File: src/rtl/hazard_ctrl.sv
// Decode-stage hazard controller: EX/MEM/WB destination tracking, bypass selects, load-use stalls.
// Optional perf counters (lu_cnt, fwd_cnt) are built when HAZARD_PERF_CNT_EN is defined.
module hazard_ctrl #(
    parameter int ADDR_SIZE = 5
`ifdef HAZARD_PERF_CNT_EN
    ,
    parameter int CNT_W     = 32
`endif
) (
    input  logic                 clk,
    input  logic                 rst_n,
    input  logic                 D_valid,
    input  logic [ADDR_SIZE-1:0] D_ra,
    input  logic [ADDR_SIZE-1:0] D_rb,
    input  logic                 D_use_ra,
    input  logic                 D_use_rb,
    input  logic [ADDR_SIZE-1:0] D_rd,
    input  logic                 D_we,
    input  logic                 D_ld,
    input  logic                 flush,
    input  logic                 mem_stall,
    output logic [1:0]           EX_D_bp,
    output logic [1:0]           MEM_D_bp,
    output logic [1:0]           WB_D_bp,
    output logic                 D_stall,
    output logic                 EX_bubble
`ifdef HAZARD_PERF_CNT_EN
    ,
    output logic [CNT_W-1:0]     lu_cnt,
    output logic [CNT_W-1:0]     fwd_cnt
`endif
);

    typedef struct packed {
        logic                 v;
        logic                 we;
        logic                 ld;
        logic [ADDR_SIZE-1:0] rd;
    } stage_t;

    typedef enum logic [1:0] {RUN, LU, HOLD} state_t;

    stage_t ex_q, ex_d, mem_q, mem_d, wb_q, wb_d;
    state_t state_q, state_d;

    logic ex_hit_a, ex_hit_b, mem_hit_a, mem_hit_b, wb_hit_a, wb_hit_b;
    logic lu_raw, lu;

    function automatic logic hit(input stage_t s, input logic [ADDR_SIZE-1:0] r);
        return s.v & s.we & (s.rd == r) & (r != '0);
    endfunction

    always_comb begin
        ex_hit_a  = D_use_ra & hit(ex_q,  D_ra);
        ex_hit_b  = D_use_rb & hit(ex_q,  D_rb);
        mem_hit_a = D_use_ra & hit(mem_q, D_ra);
        mem_hit_b = D_use_rb & hit(mem_q, D_rb);
        wb_hit_a  = D_use_ra & hit(wb_q,  D_ra);
        wb_hit_b  = D_use_rb & hit(wb_q,  D_rb);

        // A load in EX still claims the operand, masking older MEM/WB matches.
        EX_D_bp  = {ex_hit_a & ~ex_q.ld, ex_hit_b & ~ex_q.ld};
        MEM_D_bp = {mem_hit_a & ~ex_hit_a, mem_hit_b & ~ex_hit_b};
        WB_D_bp  = {wb_hit_a & ~ex_hit_a & ~mem_hit_a, wb_hit_b & ~ex_hit_b & ~mem_hit_b};

        // In LU the load has already moved to MEM, so a repeat stall is never legitimate.
        lu_raw    = D_valid & ex_q.ld & (ex_hit_a | ex_hit_b) & (state_q != LU);
        lu        = lu_raw & ~flush;
        D_stall   = mem_stall | lu;
        EX_bubble = ~mem_stall & lu_raw;
    end

    always_comb begin
        ex_d    = ex_q;
        mem_d   = mem_q;
        wb_d    = wb_q;
        state_d = state_q;
        if (!mem_stall) begin
            wb_d  = mem_q;
            mem_d = ex_q;
            ex_d  = '0;
            if (D_valid && !D_stall && !flush) begin
                ex_d.v  = 1'b1;
                ex_d.we = D_we;
                ex_d.ld = D_ld;
                ex_d.rd = D_rd;
            end
        end
        unique case (state_q)
            RUN:     state_d = mem_stall ? HOLD : (lu ? LU : RUN);
            LU:      state_d = mem_stall ? HOLD : RUN;
            HOLD:    state_d = mem_stall ? HOLD : (lu ? LU : RUN);
            default: state_d = RUN;
        endcase
    end

    always_ff @(posedge clk or negedge rst_n) begin
        if (!rst_n) begin
            ex_q    <= '0;
            mem_q   <= '0;
            wb_q    <= '0;
            state_q <= RUN;
        end else begin
            ex_q    <= ex_d;
            mem_q   <= mem_d;
            wb_q    <= wb_d;
            state_q <= state_d;
        end
    end

`ifdef HAZARD_PERF_CNT_EN
    logic [CNT_W-1:0] lu_cnt_q, lu_cnt_d, fwd_cnt_q, fwd_cnt_d;

    always_comb begin
        lu_cnt_d  = lu_cnt_q;
        fwd_cnt_d = fwd_cnt_q;
        if (lu && !mem_stall)
            lu_cnt_d = lu_cnt_q + 1'b1;
        if (|{EX_D_bp, MEM_D_bp, WB_D_bp})
            fwd_cnt_d = fwd_cnt_q + 1'b1;
    end

    always_ff @(posedge clk or negedge rst_n) begin
        if (!rst_n) begin
            lu_cnt_q  <= '0;
            fwd_cnt_q <= '0;
        end else begin
            lu_cnt_q  <= lu_cnt_d;
            fwd_cnt_q <= fwd_cnt_d;
        end
    end

    assign lu_cnt  = lu_cnt_q;
    assign fwd_cnt = fwd_cnt_q;
`endif

endmodule

File: config.mk
export PLATFORM = sky130hd
export DESIGN_NAME = hazard_ctrl
export DESIGN_NICKNAME = d
export VERILOG_FILES = /design/src/rtl/hazard_ctrl.sv
export SDC_FILE = /design/constraint.sdc
export NUM_CORES = 1
export LEC_CHECK = 0
export CAP_MARGIN = 30
export CORE_MARGIN = 2
export CORE_UTILIZATION = 60
export DETAILED_ROUTE_END_ITERATION = 8
export DONT_BUFFER_PORTS = 1
export PLACE_DENSITY = 0.76
export SYNTH_ARGS = -nofsm -noshare
export SYNTH_HDL_FRONTEND = slang
export SYNTH_SLANG_ARGS = --single-unit
File: constraint.sdc
create_clock -name clk -period 3.6 [get_ports clk]
set_input_delay 0.72 -clock clk [delete_from_list [all_inputs] [get_ports clk]]
set_output_delay 0.72 -clock clk [all_outputs]
set_load 0.1 [all_outputs]
**Word-level counts from Yosys, hierarchy flattened**

Cells that the tools add are included.

- Logic and storage cells: 76
- Bits in registers: 24
- Output and inout bits: 8

- Equality and inequality tests: 9
- Reduce and logical (&&, ||, !) cells: 8
- Multiplexer cells: 5
- Bitwise logic cells: 43

Operators with widths:

| kind | count |
|---|---|
| $and 1x1->1 | 34 |
| $eq 5x5->1 | 6 |
| $reduce_bool 5->1 | 2 |
| $mux 8 | 1 |
| $not 1->1 | 7 |
| $mux 2 | 2 |
| $pmux 2 s2 | 1 |
| $eq 2x1->1 const B | 1 |
| $eq 2x2->1 const B | 1 |
| $logic_and 1x1->1 | 2 |
| $logic_not 1->1 | 2 |
| $logic_not 2->1 | 1 |
| $ne 2x1->1 const B | 1 |
| $or 1x1->1 | 2 |
| $reduce_or 2->1 | 1 |
| $mux 1 | 1 |

**Logic depth before layout (Yosys ltp)**

Gate-level depths: netlist (run 1).

- Word-level depth: 13
- Gate-level depth with buffers: 6
- Gate-level depth less buffers: 5

**Worst setup path before layout (run 1)**

No wires, ideal clock.

- Path type: input to output
- Start point: in D_ra[0]
- End point: out MEM_D_bp[1]
- Data arrival time: 4.440 ns
- Path buffers: 0
- Setup slack: -1.560 ns
- Stages: 4
- Path through: or4_1 -> o21ai_2 -> nor4_2 -> nor4_1

- Word-level cells in the longest chain between the ends: 6
- Elaborated cells on any way between the ends: 11
- Those cells by class: eq/ne: 2; bitwise: 8; reduce/logical: 1

Ends and longest elaborated chain:

| item | RTL line | RTL |
|---|---|---|
| start: declaration | 13 | `input logic [ADDR_SIZE-1:0] D_ra,` |
| $eq 5x5->1 | 50 | `return s.v & s.we & (s.rd == r) & (r != '0);` |
| $and 1x1->1 (2 in a row) | 50 |  |
| $and 1x1->1 | 54 | `ex_hit_a = D_use_ra & hit(ex_q, D_ra);` |
| $not 1->1 | 63 | `MEM_D_bp = {mem_hit_a & ~ex_hit_a, mem_hit_b & ~ex_hit_b};` |
| $and 1x1->1 * | 63 |  |
| end: declaration | 23 | `output logic [1:0] MEM_D_bp,` |

Every way passes the cells marked *; elsewhere a longest branch is shown, timed or not.

**Worst setup path after layout (run 1)**

- Start point: reg ex_q[0] (netlist name)
- End point: out D_stall

- Word-level cells in the longest chain between the ends: 9
- Elaborated cells on any way between the ends: 13
- Those cells by class: eq/ne: 2; bitwise: 11

Ends and longest elaborated chain:

| item | RTL line | RTL |
|---|---|---|
| start: declaration | 43 | `stage_t ex_q, ex_d, mem_q, mem_d, wb_q, wb_d;` |
| start signal: assignment | 99 | `ex_q <= '0;` |
| start signal: assignment | 104 | `ex_q <= ex_d;` |
| $eq 5x5->1 | 50 |  |
| $and 1x1->1 (2 in a row) | 50 |  |
| $and 1x1->1, on equally long branches | 54, 55 |  |
| $or 1x1->1 * | 67 | `lu_raw = D_valid & ex_q.ld & (ex_hit_a \| ex_hit_b) & (state_q != LU);` |
| $and 1x1->1 * (2 in a row) | 67 |  |
| $and 1x1->1 * | 68 | `lu = lu_raw & ~flush;` |
| $or 1x1->1 * | 69 | `D_stall = mem_stall \| lu;` |
| end: declaration | 25 | `output logic D_stall,` |

Marked as above.

==> key figures, run 1 <==
Setup path
  – Slowest cell on crit path: nor4_2
  – CP arrival: 2.67 ns
  – Worst path bufs/invs: 1
  – Crit-path max FO: 5
  – Critical-path cell list: xnor2_1, nand4_1, nor4_2, o2111ai_1, o21bai_2, buf_12
  – CP delay by family, top: simple AND/OR/NAND/NOR gates
  – Crit end category: primary output
  – Critical Path RT: 2.88 ns
  – Crit Path Class: flip-flop to primary output
  – Max stage delay on crit path: 0.80 ns
  – Crit start category: flip-flop

Global route
  – GRT Total Usage: 24.75%
  – Maximum number of pins on one net before global-route repair: 28
  – Number of global-route vias before repair: 975
  – Global-route wire length before repair: 4.629 mm
  – Initial antenna violation count: 0
  – Gr ovfl total: 0

Timing
  – Final hold vios: 0
  – Minimum clock period: 3.386 ns
  – Post-route clock skew: 0.009319 ns
  – Fin. max-slew vios: 0
  – Final setup fails: 0
  – Period utilisation layout: 94.05%
  – Slew @ Worst Pin: 0.9307 ns
  – TNS Setup: 0 ns
  – RSZ-0062 raised after global routing: no
  – Max_slew headroom: 37.44%
  – Fmax: 0.2953 GHz
  – WHS: 0.06823 ns
  – PnR worst setup slack: 0.2141 ns

Hold path
  – HP Class: input pin to asynchronous set/reset pin

Status
  – Outcome: completed

Drt
  – Routed Antenna Nets: 0
  – # DRC: 0
  – 1st-iter DRT viols: 23
  – Wire length per cell: 19.31 um
  – Routed wire length: 2.916 mm
  – Vias per std cell: 6.318
  – DR vias: 954
  – Detailed Routing Iterations Pass 1: 4

Floorplanning
  – Initial Utilization: 62.00%
  – IO Pins: 32
  – Die Area: 2636 um2
  – Die X: 51.35 um
  – Die Ht: 51.35 um
  – Core area: 2170 um2
  – Num rows: 17

Synth
  – Mapped cell area: 1345 um2
  – Post-synthesis sequential area ratio: 44.65%
  – Unique cell type count in the Yosys netlist: 22
  – Syn Nets: 138
  – Instance count of the mapped netlist: 114
  – Synth warnings: 0
  – Yosys reg bits: 24
  – Syn avg cell area: 11.80 um2

CTS
  – H-Tree Depth: 1
  – CTS tree: yes
  – Clock Sinks: 24
  – CTS root buf: clkbuf_4
  – Clock slew at reported path FFs: 0.14 ns
  – Buffers inserted during post-CTS setup optimization: 0
  – Clk buf depth: 2
  – CTS buffer count: 3
  – Worst-Skew Late Latency: 0.32 ns

Power and ir drop
  – Maximum VDD drop: 0.0003588 V
  – Total power: 0.0006506 W
  – PwrDens: 410.1 nW/um2
  – Static Leak: 0.6298 nW

Layout
  – Share of layout cells above drive strength 1: 32.52%
  – Antenna cells: 0
  – Final Util: 73.13%
  – Area grow syn2layout: 17.95%
  – Fin nets: 148

Placed design
  – Buffers on Ports: 0
  – GPL Wtd Cong: 0.8482
  – DP Wirelength: 2.291 mm
  – Setup slack after placement: 0.2952 ns

Flow run
  – Max-Cap Viols: 0
## path summary, 6_finish.rpt
path,startpoint,to,slack [ns],cells past startpoint
setup / recovery,ex_q[0],D_stall,0.21,6
hold / removal,rst_n,mem_q[4],0.07,0
setup reg to reg,ex_q[0],state_q[0],1.31,5
hold reg to reg,state_q[1],state_q[1],0.46,1
max in group asynchronous,rst_n,wb_q[0],3.45,0
min in group clk,flush,state_q[0],0.46,1
## synth_stat cells, drive strengths merged
library cell	number	area, um2
a31o	1	8.760
a21o	1	7.510
nand4	6	37.54
nand2	2	7.510
nand2b	1	6.260
xnor2	20	175.2
dfrtp	24	600.6
a22o	7	61.31
clkbuf	3	11.26
or4	2	15.01
a21boi	1	7.510
o2111ai	1	8.760
nand3	2	10.01
nor2b	2	12.51
o21bai	1	7.510
nor4	9	68.81
o21ai	2	17.52
xor2	10	87.58
mux2	14	157.7
nor2	4	15.01
o31ai	1	21.27
## per-stage QoR
stage / std cells / area (um2)
after CTS: 151 / 1578
final: 151 / 1587
after global routing: 151 / 1587
after floorplan: 114 / 1376
after global placement: 147 / 1525
after detailed placement: 147 / 1525
## routing by layer
layer	wire, um	share of wire (%)	vias to the layer above	GRT usage [%]
met3	160	5.5	4	2.047
met5	0	0	-	0
met1	1182	41	478	31.85
met2	1543	53	33	43.51
met4	30	1.0	0	9.211
li1	-	-	439	-
## layout by cell type (no fill, tap or decap), drive strengths merged
cell type / count
a31o: 1
o2111ai: 1
or4: 2
xnor2: 20
nand2: 2
xor2: 10
dfrtp: 24
nor2: 4
bufinv: 1
a21boi: 1
buf: 8
a21o: 1
nor2b: 2
nand3: 2
a22o: 7
o31ai: 1
o21ai: 2
nor4: 9
mux2: 14
o21bai: 1
nand2b: 1
nand4: 6
clkbuf: 3
## state kept, by name, indices dropped and copies added (netlist names)
name	count
wb_q	7
state_q	2
mem_q	7
ex_q	8
## worst register-to-register path, cell delays in order, from the launching register on
cell and delay, ns:
dfrtp_1 0.47, xnor2_1 0.19, nand4_1 0.16, nor4_2 0.80, o2111ai_1 0.30, nor4_1 0.29
## power by group
| group | switching [W] | internal, W | leakage, nW |
|---|---|---|---|
| sequential | 0.0000406 | 0.000301 | 0.312 |
| clock | 0.0000849 | 0.000113 | 0.0279 |
| combinational | 0.0000465 | 0.0000652 | 0.290 |
| total | 0.000172 | 0.000479 | 0.630 |
## area by class of cell
| type | count | area [um2] |
|---|---|---|
| Clock buffer | 3 | 22.52 |
| Clock inverter | 1 | 30.03 |
| Fill cell | 158 | 583.1 |
| Multi-Input combinational cell | 87 | 813.3 |
| Sequential cell | 24 | 600.6 |
| Tap cell | 28 | 35.03 |
| Timing Repair Buffer | 8 | 85.08 |
## cells by family after synthesis
logic type	Yosys count	share of synthesized area, %
xor gates and xnor gates	30	19.53
AOI/OAI and AO/OA	15	10.42
buffers and inverters	3	0.8371
DFF	24	44.65
muxes	14	11.72
and+or+nand+nor	28	12.84
## what timing repair did
item	in CTS	in global routing
resized for setup	0	1
endpoints found under the setup margin	0	1
endpoints found under the hold margin	0	0
hold buffers	0	0
Note: power is estimated with default switching activity, not from simulation.
==> inputs of run 2 (changes only) <==
--- a/config.mk
+++ b/config.mk
@@ -6,7 +6,8 @@
 export NUM_CORES = 1
 export LEC_CHECK = 0
 export CAP_MARGIN = 30
-export CORE_MARGIN = 2
+export CORE_ASPECT_RATIO = 1.4
+export CORE_MARGIN = 1
 export CORE_UTILIZATION = 60
 export DETAILED_ROUTE_END_ITERATION = 8
 export DONT_BUFFER_PORTS = 1
==> run 2 against run 1 <==
Cell area is 3.0% lower. Sequential share of layout area is 1.2 points higher. Critical endpoint unchanged. Highest routed layer unchanged. Global-route usage is 0.30 points higher. Largest power group unchanged. Worst setup slack worse by 0.0061 ns. Non-clock buffer count stayed put. Register-to-register slack hardly changed.
==> key figures, run 2 (synthesis results as in run 1) <==
Status
  – Outcome: completed

Drt
  – Met2 Routed Length: 1.414 mm (-8.4%)
  – Routed Antenna Nets: 0 (unchanged)
  – 1st-iter DRT viols: 11 (-52%)
  – Detailed Routing Iterations Pass 1: 4 (unchanged)
  – Wire length per cell: 19.06 um (-1.3%)
  – Metal-1 WL: 1.127 mm (-4.7%)
  – Met3 WL post-DR: 156 um (-2.5%)
  – DR vias: 965 (+1.2%)
  – Routed wire length: 2.725 mm (-6.6%)
  – Max Used Layer: met4
  – Vias per std cell: 6.748 (+6.8%)
  – # DRC: 0 (unchanged)

Setup path
  – FF-to-FF setup slack: 1.31 ns (about the same)
  – Worst reg-to-reg path cell count: 5 (unchanged)
  – Worst path bufs/invs: 1 (unchanged)
  – CP arrival: 2.67 ns (about the same)
  – Crit-path max FO: 5 (unchanged)
  – Crit start category: flip-flop
  – Critical Path RT: 2.88 ns (about the same)
  – Crit end category: primary output
  – Reg2reg end: state_q[0]
  – Crit Path Class: flip-flop to primary output
  – Max stage delay on crit path: 0.81 ns (about the same)
  – Slowest cell on crit path: nor4_2
  – Critical-path cell list: xnor2_1, nand4_1, nor4_2, o2111ai_1, o21bai_2, buf_12
  – FF-to-FF Start: ex_q[4]
  – CP delay by family, top: simple AND/OR/NAND/NOR gates
  – Crit. Startpoint: ex_q[4]

Layout
  – Max reg flops: 8 (unchanged)
  – Largest regs: ex_q (8), mem_q (7), wb_q (7)
  – FILL cells: 163 (+3.2%)
  – Commonest non-fill, non-tap cell in the layout: dfrtp_1
  – Final Util: 75.28% (+2.1 points)
  – Share of layout cells above drive strength 1: 31.97% (-0.55 points)
  – Fin nets: 148 (unchanged)
  – Most frequent cells in the layout: dfrtp_1 (24), xnor2_1 (20), mux2_2 (14)
  – Area grow syn2layout: 14.42%
  – Antenna cells: 0 (unchanged)
  – Top reg by flops: ex_q

CTS
  – CTS buffer count: 3 (unchanged)
  – Post-cts sizing count: 0 (unchanged)
  – CTS tree: yes
  – Buffers inserted during post-CTS setup optimization: 0 (unchanged)
  – Clk buf depth: 2 (unchanged)
  – Clock Sinks: 24 (unchanged)
  – Worst-Skew Late Latency: 0.30 ns (-0.02 ns)
  – Clock slew at reported path FFs: 0.12 ns (-0.02 ns)
  – Number of buffers inserted by hold repair at cts: 0 (unchanged)
  – H-Tree Depth: 1 (unchanged)
  – CTS root buf: clkbuf_4

Power and ir drop
  – Int Pwr: 0.0004050 W (-15%)
  – Maximum VDD drop: 0.0002671 V (-26%)
  – P_sw: 0.0001567 W (-8.9%)
  – Net Sw Frac: 27.90% (+1.5 points)
  – PwrDens: 365.0 nW/um2 (-11%)
  – Comb power frac: 19.5% (+2.3 points)
  – Static Leak: 0.6118 nW (-2.9%)
  – Seq pwr share: 60.5% (+8.0 points)
  – Clock Power Share: 20.0% (-10 points)

Floorplanning
  – Die X: 42.02 um (-18%)
  – Die Ht: 58.02 um (+13%)
  – Die Area: 2438 um2 (-7.5%)
  – IO Pins: 32 (unchanged)
  – Num rows: 19 (+2)
  – Initial Utilization: 65.79% (+3.8 points)
  – Core area: 2044 um2 (-5.8%)

Timing
  – Period utilisation layout: 94.22% (+0.17 points)
  – Final setup fails: 0 (unchanged)
  – Max_slew headroom: 36.60% (-0.84 points)
  – WHS: 0.09010 ns (+0.02187 ns)
  – RSZ-0062 raised after global routing: no
  – Slew @ Worst Pin: 0.9431 ns (+0.01248 ns)
  – Fin. max-slew vios: 0 (unchanged)
  – Final hold vios: 0 (unchanged)
  – Minimum clock period: 3.392 ns (+0.006116 ns)
  – PnR worst setup slack: 0.2080 ns (-0.006116 ns)
  – Fmax: 0.2948 GHz (-0.18%)
  – Post-route clock skew: 0.001769 ns (-0.007550 ns)

Hold path
  – HP Class: input pin to asynchronous set/reset pin

Global route
  – Global-route wire length before repair: 4.726 mm (+2.1%)
  – Gr ovfl total: 0 (unchanged)
  – Number of global-route vias before repair: 1042 (+6.9%)
  – GRT Total Usage: 25.05% (+0.30 points)
  – Maximum number of pins on one net before global-route repair: 28 (unchanged)
  – Initial antenna violation count: 0 (unchanged)

Placed design
  – GPL Wtd Cong: 0.8494 (+0.14%)
  – DP Wirelength: 2.207 mm (-3.7%)
  – Setup slack after placement: 0.3175 ns (+0.02227 ns)
  – Buffers on Ports: 0 (unchanged)

Flow run
  – Max-Cap Viols: 0 (unchanged)
## run 2: cell count changes in the layout (fill, tap and decap cells not counted)
cell	before	now
nor4_2	1	2
bufinv_16	1	0
nor4_4	5	4
## run 2: layout make-up
class,instances,area (um2),area share [%]
multi-input cells,87,804.5,52.28
flip-flops and latches,24,600.6,39.02
repair buffers,8,85.08,5.528
well taps,21,26.28,1.707
clock buffers,3,22.52,1.463
## run 2: power by group through the flow
| stage | sequential [W] | clock (W) | combinational [W] |
|---|---|---|---|
| 5_1_grt | 0.000345 | 0.000125 | 0.000120 |
| 3_5_place_dp | 0.000345 | 0 | 0.000110 |
| 3_3_place_gp | 0.000343 | 0 | 0.000104 |
| 6_report | 0.000340 | 0.000112 | 0.000110 |
| 4_1_cts | 0.000340 | 0.000115 | 0.000111 |
| 2_1_floorplan | 0.000333 | 0 | 0.0000965 |
## run 2: per-stage QoR
step | std cells | TNS [ns] | power (W) | instance area (um2)
finish | 143 | 0 | 0.0005617 | 1539
global route | 143 | 0 | 0.0005889 | 1539
CTS | 143 | 0 | 0.0005656 | 1539
detailed placement | 140 | 0 | 0.0004554 | 1516
global placement | 140 | 0 | 0.0004474 | 1516
floorplan | 114 | -1.840 | 0.0004294 | 1376
## run 2: per-layer routing
layer / track usage [%] / up-vias
met1: 33.33 / 484
li1: - / 441
met5: 0 / -
met2: 43.75 / 35
met4: 5.804 / 0
met3: 3.427 / 5
## run 2: how the worst max path moves through the flow
stage / end / slack (ns) / cells after the start
after floorplan: MEM_D_bp[1] / -0.44 / 4
after global placement: D_stall / 0.45 / 6
after global routing: D_stall / 0.03 / 6
after detailed placement: D_stall / 0.32 / 6
after CTS: D_stall / 0.21 / 6
final: D_stall / 0.21 / 6
==> inputs of run 3 (changes only) <==
--- a/config.mk
+++ b/config.mk
@@ -5,10 +5,11 @@
 export SDC_FILE = /design/constraint.sdc
 export NUM_CORES = 1
 export LEC_CHECK = 0
-export CAP_MARGIN = 30
+export CAP_MARGIN = 10
 export CORE_ASPECT_RATIO = 1.4
 export CORE_MARGIN = 1
 export CORE_UTILIZATION = 60
+export CTS_CLUSTER_SIZE = 30
 export DETAILED_ROUTE_END_ITERATION = 8
 export DONT_BUFFER_PORTS = 1
 export PLACE_DENSITY = 0.76
==> results of run 3 <==
Same layout as run 2: the final DEF is identical, and so are final timing and power.
